==> config.mk <==
export PLATFORM = sky130hd
export DESIGN_NAME = fwd_hazard_ctrl
export DESIGN_NICKNAME = d
export VERILOG_FILES = /design/src/rtl/fwd_hazard_ctrl.sv
export SDC_FILE = /design/constraint.sdc
export NUM_CORES = 1
export LEC_CHECK = 0
export CORE_MARGIN = 2
export CORE_UTILIZATION = 40
export DETAILED_ROUTE_END_ITERATION = 10
export PLACE_DENSITY_LB_ADDON = 0.25
export SYNTH_ARGS = -nofsm -noshare
export SYNTH_HDL_FRONTEND = slang
export SYNTH_SLANG_ARGS = --single-unit
==> constraint.sdc <==
create_clock -name clk -period 2.4 [get_ports clk]
set_input_delay 0.48 -clock clk [delete_from_list [all_inputs] [get_ports clk]]
set_output_delay 0.48 -clock clk [all_outputs]
set_load 0.1 [all_outputs]
==> src/rtl/fwd_hazard_ctrl.sv <==
// Forwarding / load-use hazard controller: a shift scoreboard of in-flight destinations
// resolves each ID source to a bypass select and stalls ID when a load result is too young.
module fwd_hazard_ctrl #(
  parameter int NUM_SRC   = 2,
  parameter int DEPTH     = 3,
  parameter int AW        = 5,
  parameter int LOAD_DIST = 2,
  parameter int CW        = 16,
  localparam int SW       = $clog2(DEPTH + 1)
) (
  input  logic                  clk,
  input  logic                  reset_n,
  input  logic                  flush,
  input  logic                  id_valid,
  input  logic                  id_reg_write,
  input  logic                  id_is_load,
  input  logic [AW-1:0]         id_dst,
  input  logic [NUM_SRC*AW-1:0] id_src,
  output logic                  stall,
  output logic                  ex_valid,
  output logic [NUM_SRC*SW-1:0] ex_fwd_sel,
  output logic [CW-1:0]         stall_count
);

  // Index k of each slot vector holds scoreboard slot k+1 (index 0 = instruction in EXE).
  logic [DEPTH-1:0]         slot_v_q, slot_v_d;
  logic [DEPTH-1:0]         slot_wr_q, slot_wr_d;
  logic [DEPTH-1:0]         slot_ld_q, slot_ld_d;
  logic [DEPTH-1:0][AW-1:0] slot_dst_q, slot_dst_d;

  logic [NUM_SRC-1:0][SW-1:0] sel_s;
  logic [NUM_SRC-1:0]         near_ld_s;
  logic                       hazard_s;
  logic                       stall_s;

  logic                  ex_valid_q, ex_valid_d;
  logic [NUM_SRC*SW-1:0] ex_sel_q, ex_sel_d;
  logic [CW-1:0]         cnt_q, cnt_d;

  // Operand resolution: scan oldest to youngest so the youngest producer overrides.
  always_comb begin
    sel_s     = '0;
    near_ld_s = '0;
    for (int i = 0; i < NUM_SRC; i++) begin
      for (int k = DEPTH - 1; k >= 0; k--) begin
        if (slot_v_q[k] && slot_wr_q[k] && (slot_dst_q[k] != '0) &&
            (slot_dst_q[k] == id_src[i*AW +: AW])) begin
          sel_s[i]     = SW'(k + 1);
          near_ld_s[i] = slot_ld_q[k] && ((k + 1) < LOAD_DIST);
        end else begin
          sel_s[i]     = sel_s[i];
          near_ld_s[i] = near_ld_s[i];
        end
      end
    end
    hazard_s = |near_ld_s;
    stall_s  = reset_n && id_valid && hazard_s && !flush;
  end

  // Next state: scoreboard always shifts; slot 1 and EXE take the ID instruction or a bubble.
  always_comb begin
    slot_v_d   = slot_v_q;
    slot_wr_d  = slot_wr_q;
    slot_ld_d  = slot_ld_q;
    slot_dst_d = slot_dst_q;
    for (int k = DEPTH - 1; k >= 1; k--) begin
      slot_v_d[k]   = slot_v_q[k-1];
      slot_wr_d[k]  = slot_wr_q[k-1];
      slot_ld_d[k]  = slot_ld_q[k-1];
      slot_dst_d[k] = slot_dst_q[k-1];
    end
    slot_v_d[0]   = id_valid;
    slot_wr_d[0]  = id_reg_write;
    slot_ld_d[0]  = id_is_load;
    slot_dst_d[0] = id_dst;
    ex_valid_d    = id_valid;
    ex_sel_d      = id_valid ? sel_s : '0;
    cnt_d         = cnt_q;
    if (flush) begin
      slot_v_d   = '0;
      ex_valid_d = 1'b0;
      ex_sel_d   = '0;
    end else if (stall_s) begin
      slot_v_d[0] = 1'b0;
      ex_valid_d  = 1'b0;
      ex_sel_d    = '0;
      if (cnt_q != '1) begin
        cnt_d = cnt_q + CW'(1);
      end else begin
        cnt_d = cnt_q;
      end
    end else begin
      cnt_d = cnt_q;
    end
  end

  // State registers.
  always_ff @(posedge clk or negedge reset_n) begin
    if (!reset_n) begin
      slot_v_q   <= '0;
      slot_wr_q  <= '0;
      slot_ld_q  <= '0;
      slot_dst_q <= '0;
      ex_valid_q <= 1'b0;
      ex_sel_q   <= '0;
      cnt_q      <= '0;
    end else begin
      slot_v_q   <= slot_v_d;
      slot_wr_q  <= slot_wr_d;
      slot_ld_q  <= slot_ld_d;
      slot_dst_q <= slot_dst_d;
      ex_valid_q <= ex_valid_d;
      ex_sel_q   <= ex_sel_d;
      cnt_q      <= cnt_d;
    end
  end

  assign stall       = stall_s;
  assign ex_valid    = ex_valid_q;
  assign ex_fwd_sel  = ex_sel_q;
  assign stall_count = cnt_q;

endmodule

==> run summary <==
combinational family with the most area after synthesis -> XOR/XNOR gates
Final Critical Period -> 2.338 ns
Die W -> 73.45 um
initial antenna violation count -> 0
placed instance area -> 0.002499 mm^2
FILL cells -> 413
Final Hold Viols -> 0
sequential area share after synthesis -> 0.5447
PwrDens -> 514.9 mW/mm^2
unrepaired setup endpoints after global routing -> false
library cells used by synthesis -> 36
status -> finished clean
layout cells sized above 1 -> 0.2851
Clock Path Buffers -> 2
ys flop type -> dfrtp_1
Yosys Warn Count -> 0
Post-Synth Adder-Cell Area -> 0.006485
full die area -> 0.005395 mm^2
Rel. slew slack -> 0.6580
pin slew with the least headroom to its limit -> 0.5130 ns
crit-path cells -> clkdlybuf4s50_1 -> xor2_1 -> nor3_1 -> nand3_2 -> a21oi_4 -> buf_12
FFs w/ async S/R, synth -> 1.000
cts bufs inserted -> 5
Worst EP required -> 1.92 ns
number of max-cap violations -> 0
Post-Route WL -> 4275 um
Via density -> 5.067
EDFF count, synth -> 0
Leak Pwr -> 1.200 nW
first-pass GRT wire length -> 7210 um
via count -> 1429
GR Util All Layers -> 0.1791
setup TNS -> 0 ns
Syn Inst Count -> 156
CTS tree -> built
CP max FO -> 2
CP endpoint kind -> output pin
synthesized area -> 0.001929 mm^2
syn nets -> 178
n_diodes -> 0
CP Launch Type -> input pin
Port Buf Inserts -> 42
f_max -> 427.8 MHz
Hold Crit Class -> input pin to async pin
HPWL Detailed -> 3305 um
Overflow after GRT -> 0
Clock Latency Late Sink -> 0.30 ns
drt initial violations -> 85
CP Class -> input pin to output pin
Yosys reg bits -> 42
Worst EP arrival -> 1.86 ns
1st-pass router iterations -> 4
vias in the first global route -> 1514
largest net degree at the start of global routing -> 43
area grow syn2layout -> 37.48%
Clock Sinks -> 42
boundary pin count -> 43
die height -> 73.45 um
H-tree depth -> 2
xor and xnor area share after synthesis -> 0.1952
Residual DRC -> 0
syn_area_per_cell -> 12.37 um^2
post-synthesis simple-gate area fraction -> 0.1803
peak supply drop -> 0.0002770 V
# rows -> 25
Worst path max stage delay -> 0.45 ns
initial core utilization -> 0.4112
Worst-path clk slew -> 0.07 ns
Slew Viols, Final -> 0
slowest stage cell on the critical path -> clkdlybuf4s50_1
post-synthesis compound-gate area fraction -> 0.05383
clk root buf -> clkbuf_8
post-synthesis mux area share -> 0.01167
nets -> 249
Final setup viols -> 0
area of the core -> 0.004692 mm^2
Post-DRT Antenna Nets -> 0
Routed WL per cell -> 15.16 um
final core occ -> 0.5653
clk_skew -> 0.008832 ns
final instance area -> 0.002653 mm^2
final worst path period share -> 0.9740
RePlAce Congestion -> 0.8543
## layout by cell type, fill, tap and decap left out, drive strengths merged, types with 2 or more instances in the layout
| master | instances |
|---|---|
| o211ai | 2 |
| xor2 | 19 |
| nand4 | 8 |
| xnor2 | 24 |
| clkbuf | 7 |
| nor2 | 6 |
| and4 | 4 |
| dlymetal6s2s | 2 |
| and3 | 4 |
| buf | 46 |
| nor2b | 3 |
| clkdlybuf4s50 | 17 |
| nor4 | 2 |
| or4 | 3 |
| a21oi | 3 |
| dfrtp | 42 |
| or3 | 2 |
| nor3 | 5 |
| nand3 | 7 |
| inv | 2 |
| mux2 | 2 |
| nand2 | 7 |
| and2 | 2 |
## layout make-up
type	count	area (um^2)	share of cell area
flip-flops and latches	42	1055	0.3976
multi-input cells	111	868.3	0.3274
repair buffers	65	563.0	0.2123
clock buffers	7	86.33	0.03255
well taps	54	67.56	0.02547
inverters	2	7.507	0.002830
clock inverters	1	5.005	0.001887
## timing repair
item,in CTS,in global routing
pin swaps,5,2
gates resized for setup,0,3
buffers inserted,7,0
hold buffers,0,0
cloned,0,0
endpoints found under the setup margin,1,2
## kinds of logic after synthesis
logic type,count (synthesis)
fa+ha+maj,1
flops,42
buf+inv,3
mux,2
compound gates,9
simple gates,56
xor+xnor,43
## registers in the layout (all words and copies together), names as in the netlist
name and count:
stall_count 16, slot_dst_d 10, slot_dst_q 5, ex_fwd_sel 4
slot_v_q 3, slot_wr_q 3, slot_ld_q 1
## path summary, 6_finish.rpt
path,slack [ns],endpoint,cells after the start,start
setup reg to reg,0.09,ex_fwd_sel[3],8,slot_dst_d[6]
hold reg to reg,0.40,slot_wr_q[1],0,slot_wr_q[0]
hold / removal,0.28,slot_wr_q[2],2,reset_n
setup / recovery,0.06,stall,6,id_src[2]
min in group clk,0.40,slot_wr_q[1],0,slot_wr_q[0]
max in group asynchronous,1.74,slot_v_q[0],2,reset_n
## critical path: cells and delay by family
kind	cells	cell delay (ns)
buffers and inverters	2	0.64
and+or+nand+nor	2	0.38
AOI/OAI and AO/OA	1	0.19
xor gates and xnor gates	1	0.16
## metal layers
metal	track usage	vias to the layer above	routed length, um
met5	0	-	0
met4	0.09091	0	96
met3	0.03429	8	158
met2	0.2897	32	2133
met1	0.2281	701	1887
li1	-	688	-
## per-stage QoR
step	power, mW	instances	hold slack [ns]	setup slack, ns
global placement	0.9086	267	0.3845	-0.07071
CTS	1.385	282	0.2974	0.01009
floorplan	0.8218	156	0.1844	-0.08075
detailed placement	0.9128	267	0.3875	-0.1163
finish	1.366	282	0.2752	0.06250
global route	1.424	282	0.3305	0.0009321
## synth_stat cells (all sizes together) (4+ instances only)
master | instances | area (um^2)
nor2 | 6 | 22.52
and4 | 4 | 36.29
xor2 | 19 | 166.4
nor3 | 5 | 30.03
and3 | 4 | 25.02
xnor2 | 24 | 210.2
dfrtp | 42 | 1051
nand4 | 8 | 50.05
nand3 | 7 | 45.04
nand2 | 7 | 26.28
## report_power, final
| group | total, mW | leakage (nW) | internal (mW) | switching (mW) |
|---|---|---|---|---|
| Clock | 0.462 | 0.0482 | 0.232 | 0.230 |
| Sequential | 0.746 | 0.539 | 0.727 | 0.0194 |
| Combinational | 0.158 | 0.612 | 0.0809 | 0.0768 |
| Total | 1.37 | 1.20 | 1.04 | 0.326 |
No activity file was read; power rests on OpenSTA's default activity.
